--- src/rtl/scan_mux.sv ---
// scan_mux: registered N-channel multiplexer with an active-low enable.
// In manual mode the select input picks the channel. In auto-scan mode the
// channel steps 0..N-1 and each one is held for DWELL cycles. S always names
// the channel whose data is currently on Y.
module scan_mux #(
    parameter int N     = 4,
    parameter int W     = 1,
    parameter int SW    = 2,
    parameter int DWELL = 4
) (
    input  logic            CLK,
    input  logic            RST_N,
    input  logic            G,
    input  logic            M,
    input  logic [SW-1:0]   C,
    input  logic [N*W-1:0]  X,
    output logic [W-1:0]    Y,
    output logic [SW-1:0]   S,
    output logic            V,
    output logic            E
);

    // The counter needs at least one bit, even when DWELL is 1.
    localparam int CW = (DWELL > 1) ? $clog2(DWELL) : 1;

    typedef enum logic [1:0] {
        ST_OFF  = 2'd0,
        ST_MAN  = 2'd1,
        ST_SCAN = 2'd2
    } state_t;

    state_t          state;
    state_t          state_next;
    logic [CW-1:0]   cnt;
    logic [CW-1:0]   cnt_next;
    logic [SW-1:0]   s_next;
    logic            e_next;
    logic [W-1:0]    chan_data;
    logic            in_range;

    // Decode the mode from G and M, and work out the next channel index, dwell count and wrap pulse.
    always_comb begin
        state_next = ST_MAN;
        s_next     = S;
        cnt_next   = '0;
        e_next     = 1'b0;

        if (G) begin
            state_next = ST_OFF;
        end else if (M) begin
            state_next = ST_SCAN;
        end

        case (state_next)
            ST_OFF: begin
                s_next = S;
            end
            ST_MAN: begin
                s_next = C;
            end
            ST_SCAN: begin
                if (state != ST_SCAN) begin
                    s_next   = '0;
                    cnt_next = '0;
                end else if (cnt == CW'(DWELL - 1)) begin
                    cnt_next = '0;
                    if (S == SW'(N - 1)) begin
                        s_next = '0;
                        e_next = 1'b1;
                    end else begin
                        s_next = S + 1'b1;
                    end
                end else begin
                    cnt_next = cnt + 1'b1;
                end
            end
            default: begin
                s_next = S;
            end
        endcase
    end

    // Select the slice for the new index. Only the N real channels are decoded, so no bits past N*W are ever read.
    always_comb begin
        chan_data = '0;
        in_range  = 1'b0;
        for (int k = 0; k < N; k++) begin
            if (s_next == SW'(k)) begin
                chan_data = X[k*W +: W];
                in_range  = 1'b1;
            end
        end
    end

    // Load the state, the counter, S and Y together so that Y always matches the channel named by S.
    always_ff @(posedge CLK or negedge RST_N) begin
        if (!RST_N) begin
            state <= ST_OFF;
            cnt   <= '0;
            S     <= '0;
            Y     <= '0;
            V     <= 1'b0;
            E     <= 1'b0;
        end else begin
            state <= state_next;
            cnt   <= cnt_next;
            S     <= s_next;
            E     <= e_next;
            if (state_next == ST_OFF) begin
                Y <= '0;
                V <= 1'b0;
            end else begin
                Y <= chan_data;
                V <= in_range;
            end
        end
    end

endmodule
--- config.mk ---
export PLATFORM = sky130hd
export DESIGN_NAME = scan_mux
export DESIGN_NICKNAME = d
export VERILOG_FILES = /design/src/rtl/scan_mux.sv
export SDC_FILE = /design/constraint.sdc
export NUM_CORES = 1
export LEC_CHECK = 0
export CORE_AREA = 3 3 40 42
export CTS_BUF_LIST = sky130_fd_sc_hd__clkbuf_8
export CTS_CLUSTER_DIAMETER = 200
export DETAILED_ROUTE_END_ITERATION = 6
export DIE_AREA = 0 0 43 45
export SLEW_MARGIN = 15
export SYNTH_ARGS = -nofsm -noshare
export SYNTH_HDL_FRONTEND = slang
export SYNTH_SLANG_ARGS = --single-unit
--- constraint.sdc ---
create_clock -name CLK -period 1.48 [get_ports CLK]
set_input_delay 0.444 -clock CLK [delete_from_list [all_inputs] [get_ports CLK]]
set_output_delay 0.444 -clock CLK [all_outputs]
set_load 0.01 [all_outputs]
==> impl_metrics.yaml <==
clock_network:
  insertion_delay_ns: 0.23
  cts-hold-fix-buffers: 0
  clk_pin_slew_ns: 0.04
  root_buffer: "clkbuf_8"
  htreeDepth: 1
  cts_max_path_buffers: 2
  numCtsBuffers: 3
  cts.sinks: 9
  cts_tree: "done"
pwr:
  power.total_mw: 0.678
  clockPowerShare_pct: 40.9
  power.density_nw_per_um2: 970
  p_sw_mw: 0.164
  leakage_nw: 0.330
  combinationalPowerShare_pct: 19.2
  p_int_mw: 0.514
  vdd_drop_max_uv: 601
  switching_share_pct: 24.2
  pwr-share-seq_pct: 39.9
global_route:
  grt_usage_pct: 12.0
  grt_first_pass_wirelength_um: 1540
  grt_pass1_vias: 383
  grt_max_degree: 10
  grt_antenna_before_repair: 0
  grt-ovfl-total: 0
route:
  viasPerCell: 4.75
  wire_per_inst_um: 12.9
  ant_nets: 0
  drc: 0
  wirelength_um: 943
  vias: 347
  drt_iter0_markers: 3
  dr.pass1.iters: 4
critical_path:
  critical_path_class: "register to register"
  cp_max_fo: 3
  cp-start-kind: "register"
  path_cells: "ha_4 -> o21ai_4 -> a211oi_4 -> mux2i_1 -> o22ai_1"
  r2r_cells: 5
  crit_arrival_ns: 1.57
  cp_slowest_cell: "dfrtp_1"
  crit_required_ns: 1.59
  crit_path_max_incr_delay_ns: 0.41
  end_kind: "register"
sta:
  period_minus_slack_ns: 1.46
  rsz0062_at_grt: "true"
  final_hold_viol_count: 0
  final_max_slew_viol_count: 0
  finalSetupViolations: 0
  worst_pin_slew_ns: 0.393
  skew_ns: 0.00244
  post-route-period-util_pct: 98.6
  max-slew-margin-rel_pct: 73.7
  clock.fmax_ghz: 0.686
place:
  dp_hpwl_um: 688
  portBuffers: 14
  placed_area_um2: 616
  gp_congestion: 0.754
hold_path:
  hold_depth: 1
  hp-class: "register to register"
run:
  drv_cap: 0
cells_and_area:
  layout-drive-gt1-share_pct: 31.0
  finalNetCount: 71
  post-route-cell-area_um2: 699
  diodes: 0
  area_growth_syn_to_layout_pct: 63.9
die:
  die-area_um2: 1940
  rows: 13
  dieWidth_um: 43
  io_pins: 15
  start_util_pct: 33.2
  dieHeight_um: 45
  core_area_um2: 1280
synth:
  synth_cells: 35
  synth.distinct_cells: 19
  synth_seq_cells: 9
  syn_area_per_cell_um2: 12.2
  synth_seq_area_share_pct: 52.8
  syn_nets: 47
  synth_warnings: 0
  netlist_area_um2: 427
status:
  status: "finished clean"
-- registers in the layout (all words and copies together) (netlist names) --
register and cells:
E 1, S 2, state 2, V 1, Y 1, cnt 2
-- cells in the final DEF (no fill, tap or decap), types with 3 or more instances in the layout --
| master | instances |
|---|---|
| clkbuf_8 | 3 |
| dfrtp_1 | 9 |
| dlygate4sd2_1 | 6 |
| clkdlybuf4s50_1 | 6 |
| buf_4 | 5 |
| nand2_1 | 3 |
-- Yosys cell counts, drive strengths merged --
library cell  n  area [um2]
inv           2        7.51
a22oi         1        7.51
o22ai         1        6.26
nor3          2        15.0
o21ai         2        13.8
nand2         3        11.3
dfrtp         9         225
nand2b        2        12.5
a211oi        1        20.0
nor2b         2        27.5
nor3b         1        7.51
a21oi         2        13.8
and3          1        6.26
mux2i         2        20.0
ha            2        25.0
nor2          2        7.51
-- per-layer routing --
layer	track usage (%)	routed length [um]	vias up
met4	10.8	36	0
met5	0	0	-
met2	21.3	528	10
met1	9.50	316	167
li1	-	-	165
met3	5.98	61	5
-- critical path, delay by kind of cell, from the launching register on --
family / cells / cell delay, ns
DFF: 1 / 0.41
AOI/OAI and AO/OA: 3 / 0.42
muxes: 1 / 0.22
adders and majority gates: 1 / 0.30
-- cell families (layout without fill, tap and decap cells) --
logic type,count (synthesis),after routing,synth area share (%)
flops,9,9,52.8
compound gates,7,7,14.4
buf+inv,2,25,1.76
mux,2,2,4.69
fa+ha+maj,2,2,5.86
simple gates,13,13,20.5
-- power groups by stage --
stage	Combinational, mW	Sequential, mW	Clock [mW]
after CTS	0.116	0.272	0.284
after global routing	0.141	0.272	0.295
final	0.130	0.271	0.277
after detailed placement	0.121	0.273	0
after global placement	0.118	0.273	0
after floorplan	0.0465	0.279	0
-- worst paths after layout --
path / start / end / slack, ns
setup reg to reg: S[0] / Y / 0.02
hold / removal: cnt[0] / cnt[0] / 0.49
setup / recovery: S[0] / Y / 0.02
min in group asynchronous: RST_N / E / 0.50
max in group asynchronous: RST_N / S[1] / 0.70
hold reg to reg: cnt[0] / cnt[0] / 0.49
-- repair_timing --
action | 4_1_cts | 5_1_grt
endpoints found under the setup margin | 6 | 1
buffers inserted | 0 | 1
gates resized for setup | 10 | 5
pin swaps | 2 | 3
hold endpoints to repair | 0 | 0
-- through the flow --
| stage | setup WS, ns | hold WS, ns | utilization (%) | cells | TNS, ns |
|---|---|---|---|---|---|
| 2_1_floorplan | 0.0231 | 0.148 | - | 35 | 0 |
| 6_report | 0.0213 | 0.493 | 54.4 | 73 | 0 |
| 3_5_place_dp | -0.433 | 0.444 | 47.9 | 68 | -1.01 |
| 5_1_grt | -0.0727 | 0.511 | 54.4 | 73 | -0.0752 |
| 3_3_place_gp | -0.370 | 0.438 | 47.9 | 68 | -0.837 |
| 4_1_cts | -0.0368 | 0.451 | 52.2 | 72 | -0.0368 |
-- cell type report --
cell class	instances	area, um2
clock buffers	3	41.3
clock inverters	1	3.75
fillers	118	586
inverters	2	7.51
multi-input cells	24	230
flip-flops and latches	9	225
well taps	15	18.8
repair buffers	19	173
Note: power is estimated with default switching activity, not from simulation.
==> RTL change 1: new RTL, same settings <==
Remove the register `E`: a continuous assignment takes its place, so the output `E` follows one clock earlier.
--- a/src/rtl/scan_mux.sv
+++ b/src/rtl/scan_mux.sv
@@ -101,10 +101,8 @@
             Y     <= '0;
             V     <= 1'b0;
-            E     <= 1'b0;
         end else begin
             state <= state_next;
             cnt   <= cnt_next;
             S     <= s_next;
-            E     <= e_next;
             if (state_next == ST_OFF) begin
                 Y <= '0;
@@ -117,3 +115,5 @@
     end
 
+    assign E = e_next;
+
 endmodule
Function: same outputs for any inputs over 10 cycles, from zero or initial values and one cycle with RST_N low; that may be too few to reach the edited logic, so the function may still have changed.
==> RTL change 1 against the unedited design <==
- the flow now finishes with violations (setup timing)
- total power down 5.6%
- worst setup slack got worse by 0.065 ns
- count of clock-buffer cells in the layout stayed put
- sequential cell count down 1
- final area grew 2.5%
- wire length increased by 1.9%
- synthesized area down 5.9%
- die area is the same
- largest power group unchanged
==> RTL change 1: results <==
{
  "placed_area_sq_um": 643,
  "rr_startpoint": "cnt[0]",
  "power.leakage_nw": 0.340,
  "first_global_vias": 367,
  "cp.arrival_ns": 1.63,
  "final.setup.tns_ns": -0.0493,
  "holdCritPathClass": "input pin to async pin",
  "r2r_end": "Y",
  "synth.mux.area_fraction": 0.0498,
  "synthCells": 34,
  "synthAdderAreaFrac": 0.0623,
  "ys_seq_area_frac": 0.498,
  "hold_slack_ns": 0.489,
  "worst_slew_pin_slew_ns": 0.358,
  "synth_compound_area_frac": 0.153,
  "p_seq_frac": 0.374,
  "dp_hpwl_um": 695,
  "crit_fanout": 4,
  "r2r_cells": 7,
  "seq_power_uw": 240,
  "n_fill_cell": 119,
  "grt_usage": 0.120,
  "drt-total-wl_um": 961,
  "final_layout_size_suffix_gt1_frac": 0.492,
  "p_clk_uw": 262,
  "dp_cells": 74,
  "layout_setup_ws_ns": -0.0433,
  "status": "finished, violations left",
  "routabilityCongestion": 0.701,
  "grt_max_degree": 9,
  "syn_nets": 46,
  "yosys_most_used_dff": "dfrtp_1",
  "place_ws_ns": -0.753,
  "finClkSkew_ns": 0.00403,
  "wire_per_inst_um": 12.0,
  "synth_common_cells": "dfrtp_1 (8), nand2_1 (3)",
  "setup_viol": 2,
  "power.switching_uw": 152,
  "vias": 361,
  "synth_area_leaders": "dfrtp_1 (50%), nor2b_4 (6.9%), ha_1 (6.2%), a211oi_4 (5.0%), mux2i_1 (5.0%)",
  "violations": "setup timing"
}
==> RTL change 1: changes by cell type after synthesis, sizes merged <==
cell,unedited run,this run
dfrtp,9,8
==> RTL change 1: final cells by class <==
type	instances	area, sq um	share of cell area
Clock buffer	3	41.3	0.0576
Sequential cell	8	200	0.279
Timing Repair Buffer	28	231	0.323
Inverter	2	10.0	0.0140
Multi-Input combinational cell	24	215	0.300
Tap cell	15	18.8	0.0262
==> RTL change 1: worst max-delay path by stage <==
stage	from	endpoint	slack (ns)
final	cnt[0]	Y	-0.04
after global routing	cnt[0]	Y	-0.13
after CTS	cnt[0]	Y	-0.07
after detailed placement	M	E	-0.75
after global placement	M	E	-0.72
after floorplan	S[0]	Y	0.02
==> RTL change 1: layer usage <==
metal  wire length (um)  share of wire  global-route usage
met2                505           0.53               0.189
met5                  0              0                   0
met3                 69          0.072              0.0717
met4                 19          0.020              0.0723
met1                367           0.38               0.122
==> RTL change 1: what timing repair did <==
item / 4_1_cts / 5_1_grt
endpoints found under the setup margin: 6 / 3
gates resized for setup: 17 / 8
setup buffers: 2 / 1
pin swaps: 5 / 2
==> RTL change 1: kinds of logic (layout without fill, tap and decap cells) <==
kind of cell,Yosys count,count (layout)
DFF,8,8
AOI/OAI and AO/OA,7,7
muxes,2,2
and+or+nand+nor,13,13
buffers and inverters,2,33
adders and majority gates,2,2
==> RTL change 1: worst max-delay path: stages (launching register included) <==
cell and delay, ns:
dfrtp_1 0.37, ha_2 0.19, buf_6 0.13, inv_4 0.05, o21ai_4 0.05, a211oi_4 0.29, mux2i_1 0.23, o22ai_1 0.09
==> RTL change 2: new RTL, same flow settings <==
Without the edit above. The parameter `SW` goes from 2 to 1.
--- a/src/rtl/scan_mux.sv
+++ b/src/rtl/scan_mux.sv
@@ -6,5 +6,5 @@
     parameter int N     = 4,
     parameter int W     = 1,
-    parameter int SW    = 2,
+    parameter int SW    = 1,
     parameter int DWELL = 4
 ) (
Interface: changed (resized C and S); port bits go from 15 to 13. The function was not compared with the original's and may differ.
==> RTL change 2 against the unedited design <==
- sequential share of layout area up 5.6 points
- clock power down 8.3%
- wire length down 32%
- worst setup slack worse by 0.0030 ns
- final area down 24%
- synthesized cell count shrank 37%
- synthesized area decreased by 26%
- global-route usage decreased by 3.4 points
- die area unchanged
- total power decreased by 19%
- sequential cell count decreased by 1
- fmax is 0.20% lower
- critical endpoint unchanged
- largest cell class is now flip-flops and latches
==> RTL change 2: results <==
{
  "synth_common_cells": "dfrtp_1 (8), and2_2 (2), ha_1 (2), inv_1 (2), nand2_1 (2)",
  "max-vdd-ir-drop_mv": 0.415,
  "p_sw_frac": 0.195,
  "final_layout_size_suffix_gt1_frac": 0.390,
  "wire_per_inst_um": 11.4,
  "hold_slack_ns": 0.500,
  "holdCritPathClass": "input pin to async pin",
  "r2r_end": "Y",
  "largestRegisters": "cnt (2), state (2)",
  "max_stage_delay_ns": 0.38,
  "clock_latency_ns": 0.22,
  "cts.clk_slew.worst_paths_ns": 0.04,
  "vias": 236,
  "grt_pass1_wl_um": 1100,
  "drt-initial-drc-count": 4,
  "final_cells": 56,
  "place_ws_ns": -0.375,
  "placed_area_sq_um": 458,
  "h-tree-depth": 1,
  "cp.arrival_ns": 1.60,
  "first_global_vias": 267,
  "numPortBuffers": 10,
  "finalNetCount": 54,
  "clock-root-buffer": "clkbuf_8",
  "crit_slowest_cell": "dfrtp_1",
  "status": "completed",
  "grt_max_degree": 9,
  "min_period_ns": 1.46,
  "startpoint": "cnt[0]",
  "synth_area_leaders": "dfrtp_1 (63%), ha_1 (7.9%), and4bb_4 (5.1%), and2_2 (4.7%), nor3b_2 (4.0%)",
  "cts_made_buffers": 3,
  "avgSynthCellArea_sq_um": 14.4,
  "syn_nets": 33,
  "finClkSkew_ns": 0.000518,
  "ys_warn_count": 0,
  "worst_slew_pin_slew_ns": 0.364,
  "power.leakage_nw": 0.279,
  "dp_hpwl_um": 456,
  "grt_usage": 0.0858,
  "clock_path_buffers": 2,
  "crit_fanout": 2,
  "dp_cells": 50,
  "synth_cell_type_count": 11,
  "routabilityCongestion": 0.705,
  "crit_family": "adder cells",
  "ys_seq_area_frac": 0.632
}
-- RTL change 2: cell count changes after synthesis, sizes merged, moves of 2 or more --
cell    change
nand2b      -2
a21oi       -2
o21ai       -2
nor2b       -2
nor3        -2
and2        +2
-- RTL change 2: metal layers --
layer	up-vias	wire length, um	GRT usage
met2	8	362	0.138
met3	0	41	0.0478
met1	116	234	0.0794
met4	0	0	0.0723
li1	112	-	-
met5	-	0	0
-- RTL change 2: logic make-up (layout without fill, tap and decap cells) --
kind of cell	after synthesis	in the layout	share of synthesized area
flops	8	8	0.632
fa+ha+maj	2	2	0.0790
buf+inv	2	21	0.0237
mux	1	1	0.0316
compound gates	1	1	0.0316
simple gates	8	8	0.202
-- RTL change 2: final cells by class --
cell class,instances,area [sq um]
well taps,15,18.8
inverters,2,7.51
repair buffers,16,138
flip-flops and latches,8,200
clock buffers,3,41.3
multi-input cells,12,124
fillers,129,756
-- RTL change 2: power by group through the flow --
| stage | combinational, mW | clock [mW] | sequential (mW) |
|---|---|---|---|
| 2_1_floorplan | 0.0141 | 0 | 0.239 |
| 3_3_place_gp | 0.0564 | 0 | 0.236 |
| 3_5_place_dp | 0.0585 | 0 | 0.236 |
| 4_1_cts | 0.0566 | 0.265 | 0.234 |
| 5_1_grt | 0.0656 | 0.277 | 0.235 |
| 6_report | 0.0589 | 0.254 | 0.234 |
-- RTL change 2: repair_timing --
item,in CTS,in global routing
buffers inserted,2,1
pin swaps,2,1
endpoints found under the setup margin,6,2
resized for setup,8,0
